===== src/rtl/cndm_pcie_msi_ctrl_if.sv =====
// MSI request/status bundle between the cndm MSI controller (master) and the
// UltraScale+ PCIe hard IP cfg_interrupt_msi_* port (slave).
interface cndm_pcie_msi_ctrl_if;
  logic [3:0]  cfg_interrupt_msi_enable;
  logic [11:0] cfg_interrupt_msi_mmenable;
  logic        cfg_interrupt_msi_mask_update;
  logic [31:0] cfg_interrupt_msi_data;
  logic [1:0]  cfg_interrupt_msi_select;
  logic [31:0] cfg_interrupt_msi_int;
  logic [31:0] cfg_interrupt_msi_pending_status;
  logic        cfg_interrupt_msi_pending_status_data_enable;
  logic [1:0]  cfg_interrupt_msi_pending_status_function_num;
  logic        cfg_interrupt_msi_sent;
  logic        cfg_interrupt_msi_fail;
  logic [2:0]  cfg_interrupt_msi_attr;
  logic        cfg_interrupt_msi_tph_present;
  logic [1:0]  cfg_interrupt_msi_tph_type;
  logic [7:0]  cfg_interrupt_msi_tph_st_tag;
  logic [7:0]  cfg_interrupt_msi_function_number;

  modport master (
    input  cfg_interrupt_msi_enable, cfg_interrupt_msi_mmenable,
           cfg_interrupt_msi_mask_update, cfg_interrupt_msi_data,
           cfg_interrupt_msi_sent, cfg_interrupt_msi_fail,
    output cfg_interrupt_msi_select, cfg_interrupt_msi_int,
           cfg_interrupt_msi_pending_status,
           cfg_interrupt_msi_pending_status_data_enable,
           cfg_interrupt_msi_pending_status_function_num,
           cfg_interrupt_msi_attr, cfg_interrupt_msi_tph_present,
           cfg_interrupt_msi_tph_type, cfg_interrupt_msi_tph_st_tag,
           cfg_interrupt_msi_function_number
  );

  modport slave (
    output cfg_interrupt_msi_enable, cfg_interrupt_msi_mmenable,
           cfg_interrupt_msi_mask_update, cfg_interrupt_msi_data,
           cfg_interrupt_msi_sent, cfg_interrupt_msi_fail,
    input  cfg_interrupt_msi_select, cfg_interrupt_msi_int,
           cfg_interrupt_msi_pending_status,
           cfg_interrupt_msi_pending_status_data_enable,
           cfg_interrupt_msi_pending_status_function_num,
           cfg_interrupt_msi_attr, cfg_interrupt_msi_tph_present,
           cfg_interrupt_msi_tph_type, cfg_interrupt_msi_tph_st_tag,
           cfg_interrupt_msi_function_number
  );
endinterface


===== src/rtl/cndm_pcie_msi_ctrl.sv =====
// PF0 MSI controller: pending/mask/fold, round-robin issue, retry on fail/timeout.
// Optional statistics counters enabled by defining CNDM_MSI_STATS_EN.
module cndm_pcie_msi_ctrl #(
  parameter int unsigned IRQ_CNT         = 32,
  parameter int unsigned TIMEOUT_CYC     = 1024,
  parameter int unsigned RETRY_DELAY_CYC = 64
) (
  input  logic                     clk,
  input  logic                     rst_n,
  input  logic [IRQ_CNT-1:0]       irq,
  cndm_pcie_msi_ctrl_if.master     msi,
  output logic [15:0]              stat_sent_cnt,
  output logic [15:0]              stat_fail_cnt
);

  localparam int unsigned VEC_CNT = 32;
  localparam int unsigned VEC_W   = 5;
  localparam int unsigned TMR_MAX = (TIMEOUT_CYC > RETRY_DELAY_CYC) ? TIMEOUT_CYC : RETRY_DELAY_CYC;
  localparam int unsigned TMR_W   = $clog2(TMR_MAX + 1);

  localparam logic [1:0] S_IDLE    = 2'd0;
  localparam logic [1:0] S_ISSUE   = 2'd1;
  localparam logic [1:0] S_WAIT    = 2'd2;
  localparam logic [1:0] S_BACKOFF = 2'd3;

  logic [1:0]         r_state,   w_state_nxt;
  logic [VEC_CNT-1:0] r_pending, w_pend_nxt;
  logic [VEC_CNT-1:0] r_mask,    w_mask_nxt;
  logic [VEC_W-1:0]   r_rr_ptr,  w_rr_nxt;
  logic [VEC_W-1:0]   r_cur,     w_cur_nxt;
  logic [TMR_W-1:0]   r_timer,   w_timer_nxt;
  logic [VEC_CNT-1:0] r_msi_int, w_int_nxt;
  logic               r_pend_de;

  logic [2:0]         w_fmm;
  logic [VEC_W-1:0]   w_fmask;
  logic [VEC_CNT-1:0] w_irq_fold;
  logic [VEC_CNT-1:0] w_elig;
  logic [VEC_CNT-1:0] w_clr;
  logic [VEC_W-1:0]   w_sel;
  logic               w_sel_vld;
  logic               w_tmo;
  logic               w_unused;

  assign w_unused = ^{msi.cfg_interrupt_msi_enable[3:1], msi.cfg_interrupt_msi_mmenable[11:3]};

  // Fold source index onto the allocated vector range (mmenable capped at 32 vectors)
  always_comb begin : fold
    w_fmm      = (msi.cfg_interrupt_msi_mmenable[2:0] > 3'd5) ? 3'd5 : msi.cfg_interrupt_msi_mmenable[2:0];
    w_fmask    = VEC_W'((32'd1 << w_fmm) - 32'd1);
    w_irq_fold = '0;
    for (int i = 0; i < int'(IRQ_CNT); i++) begin
      if (irq[i]) w_irq_fold[VEC_W'(i) & w_fmask] = 1'b1;
    end
  end

  assign w_elig = r_pending & ~r_mask & {VEC_CNT{msi.cfg_interrupt_msi_enable[0]}};

  // Lowest eligible vector at or above rr_ptr, wrapping modulo 32
  always_comb begin : rr_pick
    logic [VEC_W-1:0] idx;
    idx       = '0;
    w_sel     = '0;
    w_sel_vld = 1'b0;
    for (int k = VEC_CNT - 1; k >= 0; k--) begin
      idx = r_rr_ptr + VEC_W'(k);
      if (w_elig[idx]) begin
        w_sel     = idx;
        w_sel_vld = 1'b1;
      end
    end
  end

  assign w_tmo = (r_timer == TMR_W'(TIMEOUT_CYC - 1));

  always_comb begin : fsm_next
    w_state_nxt = r_state;
    w_cur_nxt   = r_cur;
    w_rr_nxt    = r_rr_ptr;
    w_timer_nxt = r_timer;
    w_int_nxt   = '0;
    w_clr       = '0;
    case (r_state)
      S_IDLE: begin
        if (w_sel_vld) begin
          w_cur_nxt   = w_sel;
          w_int_nxt   = 32'd1 << w_sel;
          w_state_nxt = S_ISSUE;
        end
      end
      S_ISSUE: begin
        w_timer_nxt = '0;
        w_state_nxt = S_WAIT;
      end
      S_WAIT: begin
        w_timer_nxt = r_timer + TMR_W'(1);
        // sent has priority over a simultaneous fail or timeout
        if (msi.cfg_interrupt_msi_sent) begin
          w_clr[r_cur] = 1'b1;
          w_rr_nxt     = r_cur + VEC_W'(1);
          w_state_nxt  = S_IDLE;
        end else if (msi.cfg_interrupt_msi_fail || w_tmo) begin
          w_timer_nxt = '0;
          w_state_nxt = S_BACKOFF;
        end
      end
      S_BACKOFF: begin
        w_timer_nxt = r_timer + TMR_W'(1);
        if (r_timer == TMR_W'(RETRY_DELAY_CYC - 1)) begin
          w_rr_nxt    = r_cur + VEC_W'(1);
          w_state_nxt = S_IDLE;
        end
      end
      default: w_state_nxt = S_IDLE;
    endcase
    // set wins over clear for the same vector
    w_pend_nxt = (r_pending & ~w_clr) | w_irq_fold;
    w_mask_nxt = msi.cfg_interrupt_msi_mask_update ? msi.cfg_interrupt_msi_data : r_mask;
  end

  always_ff @(posedge clk) begin
    if (!rst_n) begin
      r_state   <= S_IDLE;
      r_pending <= '0;
      r_mask    <= '0;
      r_rr_ptr  <= '0;
      r_cur     <= '0;
      r_timer   <= '0;
      r_msi_int <= '0;
      r_pend_de <= 1'b0;
    end else begin
      r_state   <= w_state_nxt;
      r_pending <= w_pend_nxt;
      r_mask    <= w_mask_nxt;
      r_rr_ptr  <= w_rr_nxt;
      r_cur     <= w_cur_nxt;
      r_timer   <= w_timer_nxt;
      r_msi_int <= w_int_nxt;
      r_pend_de <= (w_pend_nxt != r_pending);
    end
  end

  assign msi.cfg_interrupt_msi_int                        = r_msi_int;
  assign msi.cfg_interrupt_msi_pending_status             = r_pending;
  assign msi.cfg_interrupt_msi_pending_status_data_enable = r_pend_de;
  assign msi.cfg_interrupt_msi_select                     = 2'd0;
  assign msi.cfg_interrupt_msi_pending_status_function_num = 2'd0;
  assign msi.cfg_interrupt_msi_attr                       = 3'd0;
  assign msi.cfg_interrupt_msi_tph_present                = 1'b0;
  assign msi.cfg_interrupt_msi_tph_type                   = 2'd0;
  assign msi.cfg_interrupt_msi_tph_st_tag                 = 8'd0;
  assign msi.cfg_interrupt_msi_function_number            = 8'd0;

`ifdef CNDM_MSI_STATS_EN
  logic        w_sent_acc;
  logic        w_fail_acc;
  logic [15:0] r_sent_cnt;
  logic [15:0] r_fail_cnt;

  assign w_sent_acc = (r_state == S_WAIT) && msi.cfg_interrupt_msi_sent;
  assign w_fail_acc = (r_state == S_WAIT) && !msi.cfg_interrupt_msi_sent &&
                      (msi.cfg_interrupt_msi_fail || w_tmo);

  // Saturating delivery statistics
  always_ff @(posedge clk) begin
    if (!rst_n) begin
      r_sent_cnt <= '0;
      r_fail_cnt <= '0;
    end else begin
      if (w_sent_acc && (r_sent_cnt != 16'hFFFF)) r_sent_cnt <= r_sent_cnt + 16'd1;
      if (w_fail_acc && (r_fail_cnt != 16'hFFFF)) r_fail_cnt <= r_fail_cnt + 16'd1;
    end
  end

  assign stat_sent_cnt = r_sent_cnt;
  assign stat_fail_cnt = r_fail_cnt;
`else
  assign stat_sent_cnt = 16'd0;
  assign stat_fail_cnt = 16'd0;
`endif

endmodule


===== src/flat_wrapper.sv =====
// flat-port wrapper written by rule: the top's interface ports become plain ports
module cndm_pcie_msi_ctrl_flat 
#(
  parameter int unsigned IRQ_CNT         = 32,
  parameter int unsigned TIMEOUT_CYC     = 1024,
  parameter int unsigned RETRY_DELAY_CYC = 64
)
  (clk, rst_n, irq, stat_sent_cnt, stat_fail_cnt, msi_cfg_interrupt_msi_enable, msi_cfg_interrupt_msi_mmenable, msi_cfg_interrupt_msi_mask_update, msi_cfg_interrupt_msi_data, msi_cfg_interrupt_msi_sent, msi_cfg_interrupt_msi_fail, msi_cfg_interrupt_msi_select, msi_cfg_interrupt_msi_int, msi_cfg_interrupt_msi_pending_status, msi_cfg_interrupt_msi_pending_status_data_enable, msi_cfg_interrupt_msi_pending_status_function_num, msi_cfg_interrupt_msi_attr, msi_cfg_interrupt_msi_tph_present, msi_cfg_interrupt_msi_tph_type, msi_cfg_interrupt_msi_tph_st_tag, msi_cfg_interrupt_msi_function_number);
  cndm_pcie_msi_ctrl_if msi_i ();
  input  logic clk;
  input  logic rst_n;
  input  logic [IRQ_CNT-1:0] irq;
  output logic [15:0] stat_sent_cnt;
  output logic [15:0] stat_fail_cnt;
  input wire logic [$bits(msi_i.cfg_interrupt_msi_enable)-1:0] msi_cfg_interrupt_msi_enable;
  input wire logic [$bits(msi_i.cfg_interrupt_msi_mmenable)-1:0] msi_cfg_interrupt_msi_mmenable;
  input wire logic [$bits(msi_i.cfg_interrupt_msi_mask_update)-1:0] msi_cfg_interrupt_msi_mask_update;
  input wire logic [$bits(msi_i.cfg_interrupt_msi_data)-1:0] msi_cfg_interrupt_msi_data;
  input wire logic [$bits(msi_i.cfg_interrupt_msi_sent)-1:0] msi_cfg_interrupt_msi_sent;
  input wire logic [$bits(msi_i.cfg_interrupt_msi_fail)-1:0] msi_cfg_interrupt_msi_fail;
  output wire logic [$bits(msi_i.cfg_interrupt_msi_select)-1:0] msi_cfg_interrupt_msi_select;
  output wire logic [$bits(msi_i.cfg_interrupt_msi_int)-1:0] msi_cfg_interrupt_msi_int;
  output wire logic [$bits(msi_i.cfg_interrupt_msi_pending_status)-1:0] msi_cfg_interrupt_msi_pending_status;
  output wire logic [$bits(msi_i.cfg_interrupt_msi_pending_status_data_enable)-1:0] msi_cfg_interrupt_msi_pending_status_data_enable;
  output wire logic [$bits(msi_i.cfg_interrupt_msi_pending_status_function_num)-1:0] msi_cfg_interrupt_msi_pending_status_function_num;
  output wire logic [$bits(msi_i.cfg_interrupt_msi_attr)-1:0] msi_cfg_interrupt_msi_attr;
  output wire logic [$bits(msi_i.cfg_interrupt_msi_tph_present)-1:0] msi_cfg_interrupt_msi_tph_present;
  output wire logic [$bits(msi_i.cfg_interrupt_msi_tph_type)-1:0] msi_cfg_interrupt_msi_tph_type;
  output wire logic [$bits(msi_i.cfg_interrupt_msi_tph_st_tag)-1:0] msi_cfg_interrupt_msi_tph_st_tag;
  output wire logic [$bits(msi_i.cfg_interrupt_msi_function_number)-1:0] msi_cfg_interrupt_msi_function_number;
  assign msi_i.cfg_interrupt_msi_enable = msi_cfg_interrupt_msi_enable;
  assign msi_i.cfg_interrupt_msi_mmenable = msi_cfg_interrupt_msi_mmenable;
  assign msi_i.cfg_interrupt_msi_mask_update = msi_cfg_interrupt_msi_mask_update;
  assign msi_i.cfg_interrupt_msi_data = msi_cfg_interrupt_msi_data;
  assign msi_i.cfg_interrupt_msi_sent = msi_cfg_interrupt_msi_sent;
  assign msi_i.cfg_interrupt_msi_fail = msi_cfg_interrupt_msi_fail;
  assign msi_cfg_interrupt_msi_select = msi_i.cfg_interrupt_msi_select;
  assign msi_cfg_interrupt_msi_int = msi_i.cfg_interrupt_msi_int;
  assign msi_cfg_interrupt_msi_pending_status = msi_i.cfg_interrupt_msi_pending_status;
  assign msi_cfg_interrupt_msi_pending_status_data_enable = msi_i.cfg_interrupt_msi_pending_status_data_enable;
  assign msi_cfg_interrupt_msi_pending_status_function_num = msi_i.cfg_interrupt_msi_pending_status_function_num;
  assign msi_cfg_interrupt_msi_attr = msi_i.cfg_interrupt_msi_attr;
  assign msi_cfg_interrupt_msi_tph_present = msi_i.cfg_interrupt_msi_tph_present;
  assign msi_cfg_interrupt_msi_tph_type = msi_i.cfg_interrupt_msi_tph_type;
  assign msi_cfg_interrupt_msi_tph_st_tag = msi_i.cfg_interrupt_msi_tph_st_tag;
  assign msi_cfg_interrupt_msi_function_number = msi_i.cfg_interrupt_msi_function_number;
  cndm_pcie_msi_ctrl #(.IRQ_CNT(IRQ_CNT), .TIMEOUT_CYC(TIMEOUT_CYC), .RETRY_DELAY_CYC(RETRY_DELAY_CYC)) u_core (.clk(clk), .rst_n(rst_n), .irq(irq), .msi(msi_i), .stat_sent_cnt(stat_sent_cnt), .stat_fail_cnt(stat_fail_cnt));
endmodule

===== config.mk =====
export PLATFORM = sky130hd
export DESIGN_NAME = cndm_pcie_msi_ctrl_flat
export DESIGN_NICKNAME = d
export VERILOG_FILES = /design/src/rtl/cndm_pcie_msi_ctrl_if.sv /design/src/rtl/cndm_pcie_msi_ctrl.sv /design/src/flat_wrapper.sv
export SDC_FILE = /design/constraint.sdc
export NUM_CORES = 1
export LEC_CHECK = 0
export BUFFER_PORTS_ARGS = -buffer_cell sky130_fd_sc_hd__buf_2
export CORE_MARGIN = 2
export CORE_UTILIZATION = 40
export CTS_BUF_LIST = sky130_fd_sc_hd__clkbuf_16
export DETAILED_ROUTE_END_ITERATION = 6
export SLEW_MARGIN = 40
export SYNTH_ARGS = -nofsm -noshare
export SYNTH_HDL_FRONTEND = slang
export SYNTH_SLANG_ARGS = --single-unit

===== constraint.sdc =====
create_clock -name clk -period 11.7 [get_ports clk]
set_input_delay 1.17 -clock clk [delete_from_list [all_inputs] [get_ports clk]]
set_output_delay 1.17 -clock clk [all_outputs]
set_load 0.01 [all_outputs]

### Word-level counts from Yosys, hierarchy flattened

Cells that the tools add are included.

* bits in registers: 120
* input port bits: 85
* output and inout bits: 123
* word-level logic and storage cells: 466

* equality and inequality tests: 10
* mux-type cells: 238
* reductions and logical operators: 40
* shifts and indexed selects: 2
* bitwise gates (word level): 37
* magnitude comparators: 97
* add/subtract/negate cells: 34

Operators by type and width (count)
* $mux W32: 33
* $lt A5 B6 Y1 const B: 49
* $mux W5: 34
* $bmux W1 S5: 32
* $mux W1: 97
* $and A32 B32 Y32: 3
* $ge A5 B1 Y1 const B: 17
* $add A5 B5 Y5 const B: 16
* $not A32 Y32: 2
* $or A32 B32 Y32: 2
* $lt A4 B6 Y1 const B: 8
* $add A5 B4 Y5 const B: 8
* $pmux W11 S3: 1
* $ge A4 B1 Y1 const B: 8
* $logic_and A1 B1 Y1: 32
* $ne A32 B32 Y1: 1
* $or A32 B10 Y32: 1
* $or A32 B11 Y32: 1
* $or A32 B12 Y32: 1
* $or A32 B13 Y32: 1
* $or A32 B14 Y32: 1
* $or A32 B15 Y32: 1
* $or A32 B16 Y32: 1
* $or A32 B17 Y32: 1
* other kinds (59): 107

### Logic depth before layout (Yosys ltp)

Gate-level depths: netlist of the first run.

* depth after elaboration: 72
* gate-level depth with buffers: 21
* mapped depth without buffers: 16

### Least setup slack after synthesis of the first run

No wires, ideal clock.

* path type: reg2reg
* start point: register u_core.r_rr_ptr[1]
* end point: register u_core.r_msi_int[13], in the netlist u_core.msi.cfg_interrupt_msi_int[13]
* slack: 6.563 ns
* buffers on the path: 4
* setup time: 0.138 ns
* stages on the path, launching flop included: 19
* data arrival time: 4.999 ns
* required time: 11.562 ns
* clock period less this slack: 5.137 ns
* cell sequence: dfxtp_1 > inv_1 > clkbuf_1 > clkbuf_1 > ha_1 > inv_1 > clkbuf_1 > mux4_2 > mux2_2 > and3_1 > o32ai_1 > and4_1 > nand2_1 > or4_1 > o31a_1 > nand2_1 > or3_1 > buf_2 > nor3_2

* longest elaborated chain between the ends: 36
* elaborated cells on any way between the ends: 161
* those cells by class: add/sub: 31; shift: 1; mux: 128; reduce/logical: 1

Ends and longest elaborated chain
* start, declared: RTL line cndm_pcie_msi_ctrl.sv:29 `logic [VEC_W-1:0] r_rr_ptr, w_rr_nxt;`
* start signal, assigned: RTL line cndm_pcie_msi_ctrl.sv:135 `r_rr_ptr <= w_rr_nxt;`
* $add A5 B5 Y5: RTL line cndm_pcie_msi_ctrl.sv:66 `idx = r_rr_ptr + VEC_W'(k);`
* $bmux W1 S5: RTL line cndm_pcie_msi_ctrl.sv:67 `if (w_elig[idx]) begin`
* $mux W1 (not written as such): RTL line cndm_pcie_msi_ctrl.sv:67
* $mux W1 / $mux W5 (equally long branches) (32 in a row): RTL line cndm_pcie_msi_ctrl.sv:67
* $reduce_and A3 Y1 (no source line) / $shl A1 B5 Y32 (equally long branches)
* end signal, assigned: RTL line cndm_pcie_msi_ctrl.sv:138 `r_msi_int <= w_int_nxt;`
* end, declared: RTL line cndm_pcie_msi_ctrl.sv:32 `logic [VEC_CNT-1:0] r_msi_int, w_int_nxt;`

Several ways; a longest one is shown, not always the timed one. The select of a mux whose other input is x is not followed.
A chain may end at the register's enable or synchronous reset.

### Final worst setup path of the first run

* start point: register u_core.r_rr_ptr[2]
* end point: register u_core.r_msi_int[11], in the netlist u_core.msi.cfg_interrupt_msi_int[11]

Same word-level chain as after synthesis.

==> reports/results.tsv, run 1 <==
metric	value	unit
asr flop ratio synth	0	%
Logic pwr share	62.4	%
Startpoint Class	flip-flop	
cell taking the most area after synthesis	dfxtp_1	
# IOs	208	
H-tree depth	4	
die area	0.0369	mm2
Die W	192	um
Max Cap Viol	0	
Psw	1.37	mW
post-synthesis cell area	0.0141	mm2
Leak	5.97	nW
NumNets Final	1902	
register area	0.00241	mm2
HP Class	flip-flop to flip-flop	
number of antenna-violating nets in the routed design	0	
CP top delay family	compound AO/OA/AOI/OAI gates	
Starting DRT DRC Count	1465	
grt met2 use	48.3	%
vias in the first global route	13900	
largest net degree at the start of global routing	102	
port bufs	137	
maximum vdd drop	0.000110	V
post-route setup TNS	0	ps
Post-CTS Setup Repair Bufs	0	
Routed Wire Length	56.3	mm
Yosys top cell area share	17.0	%
Final setup viols	0	
Clk pwr share	18.8	%
first-pass GRT wire length	85.6	mm
status	completed	
clock sink count	120	
max incr delay on CP	800	ps
met1 usage	40.7	%
synth unique cells	115	
row count	68	
total number of yosys warnings	0	
clock-pin slew on the worst setup and hold paths	60	ps
layout cell share with drive strength beyond 1	20.3	%
Final period util	52.0	%
all-layer global routing usage	30.3	%
Buffers & Inverters on Critical Path	4	
worst path cell trace	buf_4, inv_1, buf_4, ha_1, buf_4, and4b_1, or4_1, a22oi_2, mux2i_1, a2111oi_2, o41ai_1, a31oi_1, o311a_1, o211ai_2, a21oi_4, or3b_1, nor3_2	
register area share after synthesis	17.0	%
min cycle time layout	6080	ps
cts bufs inserted	17	
DRC	0	
Hold Buf Count CTS	0	
WP data arrival	6440	ps
Clock Skews	13.3	ps
sequential share of power	18.7	%
GR met3 Demand/Resource	5.79	%
Worst slew margin	35.5	%
CP Class	flip-flop to flip-flop	
post-CTS sizing	0	
Gate Count Post-Synth	1727	
Skew-Pair Late Insertion Delay	430	ps
final hold violations	0	
area of the multi-input gates	0.0108	mm2
placement-stage cell area	0.0148	mm2
initial antenna violation count	0	
max frequency	164	MHz
switching share of power	50.0	%
top cells by area, synth	dfxtp_1 17%, mux4_2 9.1%, mux2i_1 4.5%, nor2_1 3.6%, nand2_1 3.6%	
Synth Register Bits	120	
Worst Setup End Kind	flip-flop	
fin. max-slew vios	0	
cell repeated most along the worst path	buf_4	
CORE AREA	0.0347	mm2
mean number of vias per cell	6.56	
Tightest Pin Transition	958	ps
drt first pass iters	7	
DR vias	14800	
RSZ-0062 raised after global routing	no	
Final HPWL DP	43.1	mm
CP max-delay cell	a2111oi_2	
most frequent cells in the layout	136 x nor2_1, 136 x buf_2, 135 x nand2_1	
number of synthesized flops with an enable pin	0	
Finished Cell Area	0.0154	mm2
# fillers	3581	
Placer Congestion	1.01	
Max FO, Critical Path	45	
Worst EP required	12060	ps
cell internal pwr	1.37	mW
Avg Cell Area, Syn	8.19	um2
GR Overflow Total	0	
die height	192	um
power density over the cells	178	mW/mm2
Initial Util	40.7	%
Most used DFF post-synth	dfxtp_1	
Top Usage Layer GRT	met2	
# diodes	0	
Area growth syn-to-layout	8.89	%
root buf cell	clkbuf_16	
clk buf depth	2	
post-DR wirelength/cell	25.0	um
CTS tree	done	
## worst register-to-register path: stages, from the launching register on
cell       delay [ps]
dfxtp_2           310
buf_4             510
inv_1              90
buf_4             260
ha_1              340
buf_4             280
and4b_1           290
or4_1             660
a22oi_2           260
mux2i_1           250
a2111oi_2         800
o41ai_1           170
a31oi_1           240
o311a_1           270
o211ai_2          130
a21oi_4           350
or3b_1            580
nor3_2            210
## cells in the mapped netlist (39+ instances only)
cell and count:
nor2_1 136, nand2_1 135, dfxtp_1 120, o21ai_0 94, a21oi_1 89, clkbuf_1 66, mux2i_1 64, buf_4 62
mux4_2 57, o22ai_1 48, nand3_1 43, nor2b_1 43, nand2b_1 39
## metrics by stage
stage	power, mW	hold slack [ps]	utilization (%)	instances	setup slack (ps)
finish	2.75	511	44.3	2257	5620
global route	2.90	557	44.3	2257	5420
CTS	2.71	510	44.2	2257	5560
detailed placement	2.18	483	42.6	2226	5510
global placement	2.17	483	42.5	2225	5420
floorplan	1.74	458	-	1784	6560
## logic make-up (layout without fill, tap and decap cells)
group | after synthesis | count (layout) | share of synthesized area (%)
AO/OA/AOI/OAI | 508 | 508 | 26.0
AND/OR/NAND/NOR | 659 | 659 | 26.8
XOR/XNOR | 61 | 61 | 4.26
multiplexers | 140 | 140 | 15.3
flip-flops | 120 | 120 | 17.0
adder cells (fa/ha/maj) | 27 | 27 | 2.39
other | 1 | 58 | 0.0265
buffers and inverters | 211 | 229 | 8.35
## power groups by stage
stage	combinational, mW	sequential [mW]	clock (mW)
2_1_floorplan	1.24	0.499	0
3_3_place_gp	1.65	0.520	0
3_5_place_dp	1.66	0.521	0
4_1_cts	1.67	0.512	0.523
5_1_grt	1.84	0.520	0.544
6_report	1.72	0.515	0.517
## state kept, by name, indices dropped and copies added, names as in the netlist
name / count
u_core.r_mask: 32
u_core.r_timer: 11
u_core.msi.cfg_interrupt_msi_pending_status: 32
u_core.msi.cfg_interrupt_msi_int: 32
u_core.r_state: 2
u_core.r_rr_ptr: 5
u_core.r_cur: 5
u_core.msi.cfg_interrupt_msi_pending_status_data_enable: 1
## path summary, 6_finish.rpt
path / start / endpoint / slack (ps) / cells after the start
worst min register to register: u_core.r_timer[9] / u_core.r_timer[9] / 510 / 2
worst max-delay path: u_core.r_rr_ptr[2] / u_core.msi.cfg_interrupt_msi_int[11] / 5620 / 17
worst max register to register: u_core.r_rr_ptr[2] / u_core.msi.cfg_interrupt_msi_int[11] / 5620 / 17
worst min-delay path: u_core.r_timer[9] / u_core.r_timer[9] / 510 / 2
## routing by layer
layer	routed length (um)	share of wire, %
met4	2010	3.6
met5	0	0
met1	23600	42
met2	25600	45
met3	5100	9.1
## layout make-up
class                           count  share of cell area [%]
Tap cell                          455                    3.70
Multi-Input combinational cell   1453                    70.4
Sequential cell                   120                    15.6
Timing Repair Buffer              161                    5.66
Clock buffer                       17                    2.76
Clock inverter                     14                   0.959
Inverter                           37                   0.902
Note: power is estimated with default switching activity, not from simulation.
==> run 2: changes to the inputs <==
==> constraint.sdc (replaced) <==
create_clock -name clk -period 5.5 [get_ports clk]
set_input_delay 0.55 -clock clk [delete_from_list [all_inputs] [get_ports clk]]
set_output_delay 0.55 -clock clk [all_outputs]
set_load 0.01 [all_outputs]
==> reports/results.tsv, run 2 (synthesized netlist as in run 1, its figures left out) <==
metric	value	unit	change
maximum vdd drop	0.000203	V	was 0.000110 V
worst path cell trace	inv_2, ha_1, xor2_2, buf_4, mux4_2, o22ai_1, mux2i_1, mux2i_2, mux2_2, o211a_1, o211ai_1, o211ai_2, a21oi_4, or3b_1, nor3_2		was buf_4, inv_1, buf_4, ha_1, buf_4, and4b_1, or4_1, a22oi_2, mux2i_1, a2111oi_2, o41ai_1, a31oi_1, o311a_1, o211ai_2, a21oi_4, or3b_1, nor3_2
Initial Util	40.7	%	unchanged
largest net degree at the start of global routing	105		was 102
all-layer global routing usage	31.6	%	was 30.3%
power density over the cells	383	mW/mm2	was 178 mW/mm2
clock-pin slew on the worst setup and hold paths	60	ps	about the same
port bufs	137		unchanged
Worst Setup End Kind	flip-flop		unchanged
Die W	192	um	unchanged
Max FO, Critical Path	14		was 45
DP Worst Slack	398	ps	was 5510 ps
Placer Congestion	1.01		about the same
die area	0.0369	mm2	unchanged
post-DR wirelength/cell	25.0	um	about the same
Area growth syn-to-layout	13.2	%	was 8.89%
Worst EP required	5860	ps	was 12,060 ps
WP data arrival	5570	ps	was 6440 ps
Post-CTS Setup Repair Bufs	0		unchanged
first-pass GRT wire length	87.9	mm	was 85.6 mm
cts bufs inserted	17		unchanged
# IOs	208		unchanged
DRC	0		unchanged
Worst slew margin	46.9	%	was 35.5%
CTS tree	done		unchanged
Routed Wire Length	58.5	mm	was 56.3 mm
H-tree depth	4		unchanged
Pwr Total	6.13	mW	was 2.75 mW
DR vias	15200		was 14,800
GR Overflow Total	0		unchanged
initial antenna violation count	3		was 0
Clock Skews	15.6	ps	was 13.3 ps
# diodes	0		unchanged
Buffers & Inverters on Critical Path	2		was 4
CP Class	flip-flop to flip-flop		unchanged
vias in the first global route	14100		was 13,900
Tightest Pin Transition	790	ps	was 958 ps
row count	68		unchanged
Post-Place Cells	2309		was 2,226
Startpoint Class	flip-flop		unchanged
number of antenna-violating nets in the routed design	0		unchanged
clock sink count	120		unchanged
CP top delay family	multiplexers		was compound AO/OA/AOI/OAI gates
Max Cap Viol	0		unchanged
R2R setup slack	290	ps	was 5620 ps
post-route setup TNS	0	ps	unchanged
min cycle time layout	5210	ps	was 6080 ps
post-CTS sizing	0		unchanged
HP Class	input port to flip-flop		was flip-flop to flip-flop
layout cell share with drive strength beyond 1	23.4	%	was 20.3%
drt first pass iters	7		unchanged
die height	192	um	unchanged
NumNets Final	1985		was 1,902
non-filler cells, final	2341		was 2,257
CORE AREA	0.0347	mm2	unchanged
clk buf depth	2		unchanged
max frequency	192	MHz	was 164 MHz
CP max-delay cell	or3b_1		was a2111oi_2
Util after Layout	46.1	%	was 44.3%
Skew-Pair Late Insertion Delay	430	ps	about the same
Starting DRT DRC Count	1604		was 1,465
Final setup viols	0		unchanged
Final period util	94.7	%	was 52.0%
max incr delay on CP	580	ps	was 800 ps
RSZ-0062 raised after global routing	no		unchanged
Final HPWL DP	46.2	mm	was 43.1 mm
most frequent cells in the layout	136 x nor2_1, 136 x buf_2, 135 x nand2_1		unchanged
mean number of vias per cell	6.51		was 6.56
status	completed		unchanged
final hold violations	0		unchanged
fin. max-slew vios	0		unchanged
Leak	6.36	nW	was 5.97 nW
setup ws final	290	ps	was 5620 ps
Hold Buf Count CTS	0		unchanged
root buf cell	clkbuf_16		unchanged
[run 2: where the power goes]
part	switching [mW]	total (mW)	internal (mW)
registers	0.128	1.08	0.956
logic	2.42	3.98	1.55
clock network	0.446	1.08	0.629
total	3.00	6.13	3.14
[run 2: routing by layer]
| layer | GRT usage, % | wire length, um | vias up |
|---|---|---|---|
| li1 | - | - | 6844 |
| met3 | 5.92 | 4840 | 157 |
| met2 | 49.2 | 26100 | 815 |
| met5 | 0 | 43 | - |
| met1 | 42.7 | 25000 | 7415 |
| met4 | 13.4 | 2510 | 2 |
[run 2: final timing paths]
check / start / to / cells after the start
worst max-delay path: u_core.r_rr_ptr[0] / u_core.msi.cfg_interrupt_msi_int[9] / 15
worst max register to register: u_core.r_rr_ptr[0] / u_core.msi.cfg_interrupt_msi_int[9] / 15
worst min-delay path: msi_cfg_interrupt_msi_data[25] / u_core.r_mask[25] / 3
worst min register to register: u_core.r_timer[10] / u_core.r_timer[10] / 2
[run 2: metrics by stage]
step | cell area (um2) | hold slack, ps
2_1_floorplan | 14400 | 458
3_3_place_gp | 15400 | 485
3_5_place_dp | 15400 | 489
4_1_cts | 16000 | 347
5_1_grt | 16000 | 355
6_report | 16000 | 357
[run 2: final cells by class]
type | instances | area, um2
clock buffers | 17 | 425
clock inverters | 15 | 138
fillers | 3497 | 18700
inverters | 37 | 139
multi-input cells | 1453 | 10800
flip-flops and latches | 120 | 2410
well taps | 455 | 569
repair buffers | 244 | 1530
[run 2: worst min-delay path: cells and delay by family]
kind	cells	cell delay [ps]
muxes	1	50
and+or+nand+nor	1	70
buffers and inverters	1	70
